$ cat src/rtl/rns_pkg.sv
`default_nettype none
// ============================================================================
//  Module      : rns_pkg
//  Description : Shared definitions for the binary-to-RNS sequential
//                converter. Holds the FSM state encoding, a ceiling-log2
//                helper, the default step count and a residue-negate helper.
//  Revision    : 1.0  initial release
// ============================================================================
package rns_pkg;

    typedef enum logic [1:0] {
        S_IDLE = 2'd0,
        S_BUSY = 2'd1,
        S_DONE = 2'd2
    } state_t;

    localparam int C_DEF_WIDTH = 32;
    localparam int C_DEF_CHUNK = 4;
    localparam int C_DEF_STEPS = C_DEF_WIDTH / C_DEF_CHUNK;

    // Width of the residue-negate helper; moduli are at most this wide.
    localparam int C_NEG_W = 16;

    function automatic int clog2(input int v);
        int r;
        r = 0;
        for (int k = 0; k < 31; k++) begin
            if ((1 << r) < v) r = r + 1;
        end
        return r;
    endfunction

    // Number of Horner steps needed to fold a WIDTH-bit operand.
    function automatic int steps(input int width, input int chunk);
        return width / chunk;
    endfunction

    // Additive inverse of residue r modulo m: 0 stays 0, otherwise m - r.
    function automatic logic [C_NEG_W-1:0] res_neg(input logic [C_NEG_W-1:0] m,
                                                   input logic [C_NEG_W-1:0] r);
        return (r == '0) ? '0 : (m - r);
    endfunction

endpackage
`default_nettype wire

$ cat src/rtl/rns_mod_step.sv
`default_nettype none
// ============================================================================
//  Module      : rns_mod_step
//  Description : Combinational single-channel Horner step for the RNS
//                converter: res = ({r, chunk}) mod m, computed with CHUNK
//                restoring subtractions of m<<k (k = CHUNK-1..0).
//  Ports       : r     - current residue (must be < m)
//                chunk - next CHUNK operand bits
//                m     - modulus (2..2**MOD_W-1 for a meaningful result)
//                res   - updated residue
//  Revision    : 1.0  initial release
// ============================================================================
module rns_mod_step #(
    parameter int MOD_W = 4,
    parameter int CHUNK = 4
) (
    input  logic [MOD_W-1:0] r,
    input  logic [CHUNK-1:0] chunk,
    input  logic [MOD_W-1:0] m,
    output logic [MOD_W-1:0] res
);

    logic [MOD_W+CHUNK-1:0] w_t;
    logic [MOD_W+CHUNK-1:0] w_sub;

    // Since r < m, {r,chunk} < m * 2**CHUNK, so CHUNK conditional
    // subtractions of decreasing multiples leave a value below m.
    always_comb begin
        w_t   = {r, chunk};
        w_sub = '0;
        for (int k = CHUNK - 1; k >= 0; k--) begin
            w_sub = {{CHUNK{1'b0}}, m} << k;
            if (w_t >= w_sub) w_t = w_t - w_sub;
        end
        res = w_t[MOD_W-1:0];
    end

endmodule
`default_nettype wire

$ cat src/rtl/bin2rns_seq_conv.sv
`default_nettype none
// ============================================================================
//  Module      : bin2rns_seq_conv
//  Description : Iterative multi-channel binary-to-RNS forward converter.
//                Folds the operand magnitude CHUNK bits per cycle, MSB first,
//                on NCH channels with runtime moduli; signed operands are
//                converted via magnitude and a final residue negation.
//  Ports       : clk, reset (async, active-high)
//                in_valid/in_ready/in_data/in_signed/moduli - operand side
//                out_valid/out_ready/out_res/out_err        - result side
//  Revision    : 1.0  initial release
// ============================================================================
module bin2rns_seq_conv
    import rns_pkg::*;
#(
    parameter int WIDTH = 32,
    parameter int NCH   = 4,
    parameter int MOD_W = 4,
    parameter int CHUNK = 4
) (
    input  logic                 clk,
    input  logic                 reset,
    input  logic                 in_valid,
    output logic                 in_ready,
    input  logic [WIDTH-1:0]     in_data,
    input  logic                 in_signed,
    input  logic [NCH*MOD_W-1:0] moduli,
    output logic                 out_valid,
    input  logic                 out_ready,
    output logic [NCH*MOD_W-1:0] out_res,
    output logic [NCH-1:0]       out_err
);

    localparam int C_STEPS = steps(WIDTH, CHUNK);
    localparam int C_CNT_W = (C_STEPS > 1) ? clog2(C_STEPS) : 1;

    state_t               r_state;
    state_t               w_state_nxt;
    logic [WIDTH-1:0]     r_mag;
    logic                 r_neg;
    logic [NCH*MOD_W-1:0] r_mod;
    logic [NCH*MOD_W-1:0] r_acc;
    logic [C_CNT_W-1:0]   r_cnt;
    logic [NCH*MOD_W-1:0] r_res;
    logic [NCH-1:0]       r_err;

    logic                 w_accept;
    logic                 w_last;
    logic                 w_neg_in;
    logic [WIDTH-1:0]     w_mag_in;
    logic [NCH*MOD_W-1:0] w_step_all;
    logic [NCH*MOD_W-1:0] w_fin_all;
    logic [NCH-1:0]       w_err;

    assign in_ready  = (r_state == S_IDLE) | ((r_state == S_DONE) & out_ready);
    assign w_accept  = in_valid & in_ready;
    assign w_last    = (r_state == S_BUSY) && (r_cnt == C_CNT_W'(C_STEPS - 1));
    assign out_valid = (r_state == S_DONE);
    assign out_res   = r_res;
    assign out_err   = r_err;

    // Most negative input negates to itself, which read unsigned is 2**(WIDTH-1).
    assign w_neg_in = in_signed & in_data[WIDTH-1];
    assign w_mag_in = w_neg_in ? -in_data : in_data;

    // ------------------------------------------------------------------
    // FSM
    // ------------------------------------------------------------------
    always_ff @(posedge clk or posedge reset) begin
        if (reset) r_state <= S_IDLE;
        else       r_state <= w_state_nxt;
    end

    always_comb begin
        w_state_nxt = r_state;
        case (r_state)
            S_IDLE:  if (w_accept) w_state_nxt = S_BUSY;
            S_BUSY:  if (w_last)   w_state_nxt = S_DONE;
            S_DONE:  if (out_ready) w_state_nxt = w_accept ? S_BUSY : S_IDLE;
            default: w_state_nxt = S_IDLE;
        endcase
    end

    // ------------------------------------------------------------------
    // Per-channel step, sign correction and modulus validity
    // ------------------------------------------------------------------
    generate
        for (genvar i = 0; i < NCH; i++) begin : g_ch
            logic [MOD_W-1:0] w_m;
            logic [MOD_W-1:0] w_r;
            logic [MOD_W-1:0] w_step;
            logic [MOD_W-1:0] w_negr;
            logic             w_bad;

            assign w_m    = r_mod[i*MOD_W +: MOD_W];
            assign w_r    = r_acc[i*MOD_W +: MOD_W];
            assign w_bad  = (w_m < MOD_W'(2));
            assign w_negr = MOD_W'(res_neg(C_NEG_W'(w_m), C_NEG_W'(w_step)));

            rns_mod_step #(
                .MOD_W (MOD_W),
                .CHUNK (CHUNK)
            ) u_step (
                .r     (w_r),
                .chunk (r_mag[WIDTH-1 -: CHUNK]),
                .m     (w_m),
                .res   (w_step)
            );

            assign w_step_all[i*MOD_W +: MOD_W] = w_step;
            assign w_fin_all[i*MOD_W +: MOD_W]  = w_bad ? '0 : (r_neg ? w_negr : w_step);
            assign w_err[i]                     = w_bad;
        end
    endgenerate

    // ------------------------------------------------------------------
    // Datapath: operand shift register, accumulators, counter, outputs
    // ------------------------------------------------------------------
    always_ff @(posedge clk or posedge reset) begin
        if (reset) begin
            r_mag <= '0;
            r_neg <= 1'b0;
            r_mod <= '0;
            r_acc <= '0;
            r_cnt <= '0;
            r_res <= '0;
            r_err <= '0;
        end else if (w_accept) begin
            r_mag <= w_mag_in;
            r_neg <= w_neg_in;
            r_mod <= moduli;
            r_acc <= '0;
            r_cnt <= '0;
        end else if (r_state == S_BUSY) begin
            r_acc <= w_step_all;
            r_mag <= r_mag << CHUNK;
            r_cnt <= r_cnt + C_CNT_W'(1);
            // Results are written only on the final step so they stay
            // stable through DONE and through the next conversion.
            if (w_last) begin
                r_res <= w_fin_all;
                r_err <= w_err;
            end
        end
    end

endmodule
`default_nettype wire

$ cat config.mk
export PLATFORM = sky130hd
export DESIGN_NAME = bin2rns_seq_conv
export DESIGN_NICKNAME = d
export VERILOG_FILES = /design/src/rtl/rns_pkg.sv /design/src/rtl/rns_mod_step.sv /design/src/rtl/bin2rns_seq_conv.sv
export SDC_FILE = /design/constraint.sdc
export NUM_CORES = 1
export LEC_CHECK = 0
export ABC_AREA = 0
export CAP_MARGIN = 20
export CORE_MARGIN = 1
export CORE_UTILIZATION = 65
export CTS_CLUSTER_SIZE = 20
export DETAILED_ROUTE_END_ITERATION = 7
export MAX_ROUTING_LAYER = met4
export PLACE_DENSITY = 0.88
export SLEW_MARGIN = 30
export SYNTH_ARGS = -nofsm -noshare
export SYNTH_HDL_FRONTEND = slang
export SYNTH_SLANG_ARGS = --single-unit
$ cat constraint.sdc
create_clock -name clk -period 18.1 [get_ports clk]
set_input_delay 1.81 -clock clk [delete_from_list [all_inputs] [get_ports clk]]
set_output_delay 1.81 -clock clk [all_outputs]
set_load 0.03 [all_outputs]
---- Word level (Yosys, flattened, before mapping) ----
Index checks and enable logic that the tools add are counted.
storage, ports and cells
  flip-flop bits (word level) ............. 90
  bits in latches ......................... 0
  RAM bits ................................ 0
  ROM bits ................................ 0
  input port bits ......................... 53
  word-level logic and storage cells ...... 110
  memories ................................ 0
cells by class
  add/subtract/negate cells ............... 22
  $mul .................................... 0
  divide/modulo/power cells ............... 0
  $lt $le $gt $ge ......................... 20
  equality and inequality tests ........... 6
  shift operators ......................... 0
  muxes and demuxes ....................... 40
  bitwise logic cells ..................... 5
  reductions and logical operators ........ 9
operators with widths
  operator               count
  $mux W32               3
  $mux W8                12
  $mux W4                16
  $ge A8 B4 Y1           4
  $ge A8 B5 Y1           4
  $ge A8 B6 Y1           4
  $ge A8 B7 Y1           4
  $mux W16               2
  $neg A32 Y32           1
  $sub A4 B4 Y4          8
  $sub A8 B5 Y8          4
  $sub A8 B6 Y8          4
  $sub A8 B7 Y8          4
  $logic_not A4 Y1       4
  $lt A4 B2 Y1 const B   4
  $mux W2                3
  $mux W3                2
  $pmux W2 S3            1
  $reduce_and A3 Y1      2
  $ne A2 B2 Y1 const B   2
  $add A3 B1 Y3 const B  1
  $and A1 B1 Y1          3
  $eq A3 B3 Y1 const B   1
  $eq A2 B1 Y1 const B   1
  other kinds (8)        8

---- Logic depth before layout (Yosys ltp) ----
Gate-level depths: netlist (run 1).
  word-level depth ........................ 12
  gate-level depth with buffers ........... 45
  depth with buffers taken out ............ 44

---- Hierarchy ----
Synthesis (run 1) repeated with hierarchy kept, for this count alone.
second synthesis, totals
  cells, all modules ...................... 1114
  area, all modules ....................... 9302.7 um^2
by module, submodules not included
  module                             instances  cells each  area an instance (um^2)  seq. area each (um^2)
  bin2rns_seq_conv                   1          599         5061.1                   2252.2
  rns_mod_step (g_ch[0].u_step ...)  3          129         1059.8                   0.0
  rns_mod_step (g_ch[3].u_step)      1          128         1062.3                   0.0

---- Worst setup path before layout (run 1) ----
Ideal clock, no wire load.
  path kind ............................... flip-flop to flip-flop
  start ................................... register r_mod[13]
  end ..................................... register r_res[15], in the netlist out_res[15]
  arrival ................................. 8.456 ns
  slack ................................... 9.523 ns
  stages on the path, launching flop included .. 39
  path buffers ............................ 1
  period minus slack after synthesis ...... 8.577 ns
  path through ............................ dfrtp_1 -> inv_1 -> ha_1 -> nor2b_1 -> o31a_1 -> nor2_1 -> mux2_2 -> ha_1 -> nor2b_1 -> o21a_1 -> a2111oi_0 -> and3_1 -> buf_2 -> mux2i_1 -> ha_1 -> nor2b_1 -> o21ai_0 -> a21boi_0 -> [3 not listed] -> inv_1 -> ha_1 -> nand2_1 -> nand2_1 -> a21o_1 -> a21oi_1 -> nand2_1 -> or2_2 -> nor2_1 -> mux2i_1 -> inv_1 -> ha_1 -> a21o_1 -> a2111oi_0 -> or3_1 -> a31o_2 -> nand2_1 -> a22o_1
between the ends
  cells in the longest elaborated chain, start to end .. 12
  elaborated cells on any way between the ends .. 18
ends and longest elaborated chain
  element                                                   line                     text
  start, declared                                           bin2rns_seq_conv.sv:41   logic [NCH*MOD_W-1:0] r_mod;
  start signal, assigned                                    bin2rns_seq_conv.sv:131  r_mod <= moduli;
  $sub A8 B7 Y8 / $ge A8 B7 Y1 (equally long branches)      rns_mod_step.sv:33       if (w_t >= w_sub) w_t = w_t - w_sub;
  $mux W8                                                   rns_mod_step.sv:33
  $sub A8 B6 Y8 / $ge A8 B6 Y1 (equally long branches)      rns_mod_step.sv:33
  $mux W8                                                   rns_mod_step.sv:33
  $sub A8 B5 Y8 / $ge A8 B5 Y1 (equally long branches)      rns_mod_step.sv:33
  $mux W8                                                   rns_mod_step.sv:33
  $ge A8 B4 Y1 / $sub A4 B4 Y4 (equally long branches)      rns_mod_step.sv:33
  $mux W4                                                   rns_mod_step.sv:33
  $sub A4 B4 Y4 / $logic_not A4 Y1 (equally long branches)  rns_pkg.sv:41            return (r == '0) ? '0 : (m - r);
  $mux W4                                                   rns_pkg.sv:41
  $mux W4                                                   bin2rns_seq_conv.sv:111  assign w_fin_all[i*MOD_W +: MOD_W] = w_bad ? '0 : (r_neg ? w_negr : w_step);
  $mux W4 (*)                                               bin2rns_seq_conv.sv:111
  end signal, assigned                                      bin2rns_seq_conv.sv:141  r_res <= w_fin_all;
  end, declared                                             bin2rns_seq_conv.sv:44   logic [NCH*MOD_W-1:0] r_res;
Mark *: on every way between the ends. The rest lies on a longest branch, timed or not.
A chain may end at the register's enable or synchronous reset.

---- Worst setup path after layout (run 1) ----
Ends and elaborated chain as after synthesis.

==> run summary, run 1 <==
The run finished with clean final reports. The synthesized design contains 90 register bits. Timing would allow up to 0.101 GHz. Port buffering added 74 buffers. The detailed-routing iteration count for the pre-antenna-repair pass was 6; the clock latency at the later pin of the worst-skew pair was 0.36 ns. The cell area after synthesis was 8960 µm². The post-route antenna net violation count came out at 0. In this design, the stage delay of the slowest critical-path cell is 0.52 ns. After synthesis, the share of flip-flops with an asynchronous set or reset is 100%. For the total number of vias, the log shows 8,627.

Max-cap violations in this run came to 0. The die is 119 µm wide. The final layout contains routed wiring with a total length of 24.1 mm. The number of hold-repair buffers added at the cts stage was 0; the distinct cell type count after synthesis was 79. The fraction of synthesized cell area taken by the top area cell type was 25.1%. The final-report hold violation count came out at 0. Leaving out fill and tap cells, the most frequent cell in the layout is sky130_fd_sc_hd__nand2_1.

Fill cell total of the finished layout: 1,018. The kind of critical path is flip-flop to flip-flop. The final clock period utilization by the worst path is 54.8%.

After legalization and detailed placement, the total HPWL measured 17.9 mm. The post-synthesis net count came out at 1,248. Summed over all nets, wire length on met2 after detailed routing comes to 11.3 mm.

The tools report the type of destination of the critical path as a flip-flop. The number of setup violations in the final report was 0. The repair_antennas step left the layout with diodes totalling 0. The depth of the CTS H-tree is 3, and the per-cell routed wire length is 18.0 µm. After clock tree synthesis, the clock-pin slew on the worst setup and hold paths is 0.07 ns. The tools report the share of the yosys chip area belonging to registers as 25.1%. The most numerous cell on the critical path was sky130_fd_sc_hd__ha_1. For this run, the share of the core covered by cells in the final layout is 75.8%.

The number of flops mapped to enable cells by yosys is 0, and the worst-margin pin slew is 0.843 ns. The all-layer global routing usage is 36.0%. The die covers 14,300 µm².

TritonCTS built the clock tree. Post-CTS timing repair inserted 0 buffers for setup. Entering global routing, the biggest net connects 72 pins. The initial utilization of the core area, before any placement, comes to 67.1%. The final net count was 1,304; the number of buffers on the longest clock path was 2. Summed over all nets, wire length on met3 after detailed routing comes to 1.77 mm. The final period demand of the worst path is 9.92 ns, and the number of placed I/O pins is 75.

The congestion estimate from routability-driven global placement came to 0.938. The synthesized area per cell was 8.15 µm²; the count of mapped cells out of synthesis was 1,100. Routed signal wires occupy layers up through met4. The largest individual stage delay along the critical path comes from the cell sky130_fd_sc_hd__dfrtp_1.

Setup repair after global routing left no endpoint under its margin. The predominant post-synthesis flop cell is sky130_fd_sc_hd__dfrtp_1. Buffers inserted during clock tree synthesis total 9.

The worst pin sits at a relative slew slack of 43.8%. The synthesis-to-layout area growth was 12.9%. Maximum fanout along the worst path: 8.

The tools report the launching element type of the critical path as a flip-flop. The tree is rooted in a sky130_fd_sc_hd__clkbuf_16. In the routed layout, each cell is associated on average with a via count of 6.45. Number of warnings reported in the yosys synthesis log: 0.

Yosys attributes the largest share of cell area to sky130_fd_sc_hd__dfrtp_1 (25%), sky130_fd_sc_hd__ha_1 (10%), sky130_fd_sc_hd__nand2_1 (6.1%). The tools report the DRC violation count after routing as 0. The iteration-0 DRC count of the detailed router was 625. Leaving out fill and tap cells, the most frequent cells in the layout are sky130_fd_sc_hd__nand2_1 (145), sky130_fd_sc_hd__o21ai_0 (105), sky130_fd_sc_hd__dfrtp_1 (90). In this run the worst hold path is classified as flip-flop to flip-flop. The overall overflow remaining after global route was 0; the maximum clock skew at final layout was 0.00838 ns. Number of global-route vias before repair: 8,210.

Adding up every negative setup slack in the final design gives 0 ns. The max-slew violation count was 0. The run gives 0 as the quantity of gates resized following cts. In the final layout, the share of cells above drive strength 1 is 5.94%. The biggest area contributor in the post-synthesis netlist is sky130_fd_sc_hd__dfrtp_1.

The required time of the critical path was 18.40 ns; the standard cell core area was 13,300 µm². The detailed router put a total of 10.2 mm of wire on met1. The first-pass GRT wire length was 39.6 mm; the arrival time at the worst endpoint was 10.22 ns. The reg-to-reg setup timing slack is 8.18 ns. The count of standard-cell rows is 42. The floorplan step set the die height to 119 µm. The total number of clock tree sinks is 90. The initial antenna violation count came out at 0.
==> path summary, 6_finish.rpt <==
path                               endpoint  depth (start not counted)        from
worst max-delay path            out_res[15]                         37   r_mod[13]
worst min-delay path             out_res[5]                          2  out_res[5]
worst max register to register  out_res[15]                         37   r_mod[13]
worst min register to register   out_res[5]                          2  out_res[5]
max in group asynchronous          r_acc[4]                          3       reset
min in group asynchronous         r_mag[21]                          2       reset
==> critical path: cells and delay by family (launching register included) <==
| kind | cells | cell delay [ns] |
|---|---|---|
| buf+inv | 3 | 0.46 |
| compound gates | 13 | 3.46 |
| fa+ha+maj | 5 | 1.61 |
| mux | 3 | 1.13 |
| flops | 1 | 0.52 |
| simple gates | 13 | 2.66 |
==> final cells by class <==
type                            instances  area, µm²  share of cell area, %
Inverter                               76        287                   2.83
Timing Repair Buffer                   80        786                   7.76
Clock buffer                           10        239                   2.36
Clock inverter                          6       47.5                  0.470
Tap cell                              176        220                   2.18
Sequential cell                        90       2250                   22.3
Multi-Input combinational cell        899       6290                   62.1
==> cell families (layout without fill, tap and decap cells) <==
| kind of cell | Yosys count | in the layout | synth area share (%) |
|---|---|---|---|
| flops | 90 | 90 | 25.1 |
| compound gates | 324 | 324 | 24.0 |
| xor+xnor | 61 | 61 | 5.96 |
| mux | 40 | 40 | 4.82 |
| simple gates | 378 | 378 | 20.2 |
| buf+inv | 111 | 172 | 4.82 |
| fa+ha+maj | 96 | 96 | 15.1 |
==> metal layers <==
layer / vias to the layer above / track usage (%)
li1: 4085 / -
met1: 4090 / 45.2
met2: 386 / 58.5
met3: 66 / 6.08
met4: 0 / 13.4
met5: - / -
==> flip-flops by register name, summed over array words and instances, names as in the netlist <==
signal and cells:
r_mod 16, out_res 16, r_cnt 3, r_mag 32
r_state 2, r_neg 1, r_acc 16, out_err 4
==> metrics by stage <==
| step | worst slack, ns | hold WS [ns] | instances | cell area [µm²] |
|---|---|---|---|---|
| CTS | 8.36 | 0.486 | 1337 | 10100 |
| floorplan | 9.52 | 0.468 | 1100 | 8960 |
| detailed placement | 8.41 | 0.471 | 1321 | 9830 |
| global placement | 8.77 | 0.461 | 1321 | 9830 |
| finish | 8.18 | 0.482 | 1337 | 10100 |
| global route | 7.24 | 0.506 | 1337 | 10100 |
==> Yosys cell counts (9+ instances only) <==
library cell	number
sky130_fd_sc_hd__nor2b_1	21
sky130_fd_sc_hd__nand3_1	51
sky130_fd_sc_hd__or2_2	11
sky130_fd_sc_hd__or3_1	9
sky130_fd_sc_hd__xnor2_1	32
sky130_fd_sc_hd__o31ai_1	12
sky130_fd_sc_hd__inv_1	76
sky130_fd_sc_hd__a21o_1	25
sky130_fd_sc_hd__nand2b_1	11
sky130_fd_sc_hd__a22oi_1	9
sky130_fd_sc_hd__a21oi_1	46
sky130_fd_sc_hd__mux2_2	16
sky130_fd_sc_hd__ha_1	75
sky130_fd_sc_hd__a31oi_1	26
sky130_fd_sc_hd__xor2_1	29
sky130_fd_sc_hd__nor2_1	60
sky130_fd_sc_hd__nand4_1	12
sky130_fd_sc_hd__fa_1	20
sky130_fd_sc_hd__o211ai_1	12
sky130_fd_sc_hd__o21a_1	17
sky130_fd_sc_hd__dfrtp_1	90
sky130_fd_sc_hd__nor3_1	16
sky130_fd_sc_hd__o21ai_0	105
sky130_fd_sc_hd__and3_1	11
sky130_fd_sc_hd__nand2_1	146
sky130_fd_sc_hd__mux2i_1	21
sky130_fd_sc_hd__clkbuf_1	29
Power of run 1 is left out: the tool's default activity adds up to more than one toggle a clock period on the data nets, which glitch-free logic cannot reach.
==> run 2: changes to the inputs <==
CORE_UTILIZATION = 60   (was 65)
PLACE_DENSITY = 0.82   (was 0.88)
clock period = 10.14 ns   (was 18.1 ns; I/O delays follow)
==> run summary, run 2 (same netlist as run 1, synthesis figures left out) <==
The total number of clock tree sinks was 90 (unchanged). The most common library cell in the layout ignoring fill and taps was sky130_fd_sc_hd__nand2_1. The launching element type of the critical path was a flip-flop. The antenna diode count was 0 (unchanged). The worst slew slack as a fraction of its limit is 45.6% (+1.8 points), and the maximum clock skew at final layout is 0.0137 ns (+0.00529 ns). The number of global-route vias before repair was 8,416 (+2.5%).

The number of setup violations in the final report is 0 (unchanged). Total number of vias: 8,561 (-0.77%). Among cell families on the critical path, the largest total delay comes from compound AO/OA/AOI/OAI gates. The die boundary height was 124 µm (+4.0%); the iteration-0 DRC count of the detailed router was 565 (-9.6%). The largest net degree at the start of global routing came out at 76 (+5.6%). Arrival time at the worst endpoint: 9.60 ns (-0.62 ns).

The flow ran to the end, and the final reports show no timing, DRC or antenna violations. Slowest library cell on the worst path: sky130_fd_sc_hd__nor4b_4. Compared with the post-synthesis result, the final layout area differs by 13.8%. The run gives 0 (unchanged) as the final-report hold violation count. The final net count is 1,304 (unchanged), and the reg-to-reg setup timing slack is 0.78 ns (-7.40 ns). The depth of the worst register-to-register path was 41 (+11%); the per-cell routed wire length was 17.8 µm (-1.1%).

The share of cells above drive strength 1 was 6.20% (+0.26 points); the number of instances on the worst hold path was 2 (unchanged). The number of placed I/O pins came out at 75 (unchanged). The TritonCTS buffer count was 9 (unchanged); the worst-margin pin slew was 0.814 ns (-0.0285 ns). The first-pass GRT wire length is 40.4 mm (+2.0%). DRC violation count after routing: 0 (unchanged).

The CTS clock-pin slew for the worst setup and hold paths was 0.07 ns (about the same). Maximum fanout along the worst path: 7 (-1). The run gives 2250 µm² (unchanged) as the area taken by flip-flops and latches. The die boundary width is 124 µm (+4.0%), and the detailed-routing iteration count for the pre-antenna-repair pass is 5 (-1). Among the stages of the critical path, the cell type that occurs most often is sky130_fd_sc_hd__nand2_1. The number of flip-flops in the largest register was 32 (unchanged).

The run gives 0 ns (unchanged) as the setup total negative slack. The run gives 6320 µm² (+0.42%) as the multi-input logic area. In the layout the commonest cells are sky130_fd_sc_hd__nand2_1 (145), sky130_fd_sc_hd__o21ai_0 (101), sky130_fd_sc_hd__dfrtp_1 (90). The tools report the depth of the CTS H-tree as 3 (unchanged). The standard cell core area is 14,500 µm² (+8.9%), and the number of max-capacitance violations reported is 0 (unchanged). The worst flop-to-flop path startpoint is r_mag[31]. The quantity of I/O buffers inserted on ports is 74 (unchanged). The starting utilization of the core area is 61.7% (-5.5 points), and the fill cell total of the finished layout is 1,196 (+17%). The kind of critical path is flip-flop to flip-flop. The quantity of gates resized following cts was 0 (unchanged).

The setup fix buffers added after clock tree synthesis was 0 (unchanged). The worst min-delay path endpoint was out_res[4]. The max-slew violation count is 0 (unchanged), and the die footprint is 15,400 µm² (+8.2%).

The upper clock frequency limit is 0.107 GHz (+6.0%), and the final wirelength is 24.0 mm (-0.50%). Detailed placer's ending HPWL: 17.7 mm (-1.2%). The count of standard-cell rows is 44 (+4.8%), and the maximum single-stage delay on the critical path is 0.47 ns (-0.05 ns).

The final clock period utilization by the worst path was 92.3% (+38 points). Final period demand of the worst path: 9.36 ns (-0.558 ns). Routability congestion estimate: 0.974 (+3.9%). TritonCTS built the clock tree. The end of the worst register-to-register path was out_res[7].

STA classifies the critical path endpoint as a flip-flop. The run gives 0.35 ns (about the same) as the clock latency at the later pin of the worst-skew pair. Setup repair after global routing left no endpoint under its margin. The path category of the worst min-delay check is flip-flop to flip-flop. The number of hold-repair buffers added at the cts stage was 0 (unchanged).

The initial antenna violation count came out at 0 (unchanged). The start point of the worst hold path was out_res[4]. The run gives 10.38 ns (-8.02 ns) as the required time of the critical path. The all-layer global routing usage is 32.7% (-3.3 points). The post-route antenna net violation count came out at 0 (unchanged).

The number of vias per cell is 6.37 (-1.4%). The number of buffers and inverters on the critical path works out to 4 (+1). The run gives 2 (unchanged) as the number of buffers on the longest clock path. The register with the most flip-flops in the final layout is r_mag. The tools report the overall overflow remaining after global route as 0 (unchanged). CTS placed an instance of sky130_fd_sc_hd__clkbuf_16 at the clock tree root.
-- run 2: worst register-to-register path, delay by kind of cell (launching register included) --
family                   cells  cell delay [ns]
AO/OA/AOI/OAI               16             3.73
adder cells (fa/ha/maj)      5             1.55
buffers and inverters        4             0.48
flip-flops                   1             0.44
multiplexers                 1             0.40
AND/OR/NAND/NOR             15             2.63
-- run 2: worst max-delay path by stage --
stage | cells after the start | end | start | slack, ns
2_1_floorplan | 38 | out_res[15] | r_mod[13] | 1.56
3_3_place_gp | 37 | out_res[15] | r_mod[13] | 0.89
3_5_place_dp | 37 | out_res[15] | r_mod[13] | 0.44
4_1_cts | 42 | out_res[7] | r_mod[5] | 0.35
5_1_grt | 41 | out_res[7] | r_mag[31] | 0.09
6_report | 41 | out_res[7] | r_mag[31] | 0.78
-- run 2: layout make-up --
cell class / instances / area share (%)
inverters: 76 / 2.82
clock buffers: 10 / 2.24
clock inverters: 6 / 0.944
repair buffers: 80 / 7.74
well taps: 184 / 2.26
flip-flops and latches: 90 / 22.1
multi-input cells: 899 / 61.9
-- run 2: through the flow --
stage          instance area [µm²]  utilization, %  setup slack (ns)  cells  hold WS (ns)
2_1_floorplan                 8960               -              1.56   1100         0.468
3_3_place_gp                  9840            67.7             0.894   1329         0.461
3_5_place_dp                  9850            67.7             0.435   1329         0.471
4_1_cts                      10200            70.0             0.348   1345         0.486
5_1_grt                      10200            70.2            0.0865   1345         0.522
6_report                     10200            70.2             0.780   1345         0.486
-- run 2: metal layers --
layer,track usage [%],vias up,share of wire (%)
li1,-,4092,-
met1,41.8,4064,43
met2,53.0,334,47
met3,3.71,71,6.1
met4,13.0,0,3.6
met5,-,-,0
Power of run 2 is left out for the same reason.
==> run 3: changes to the inputs <==
CORE_MARGIN = unset   (was 1)
==> results of run 3 <==
The final DEF is identical to that of run 2; final timing and power are the same.
Power of run 3 is left out for the same reason.
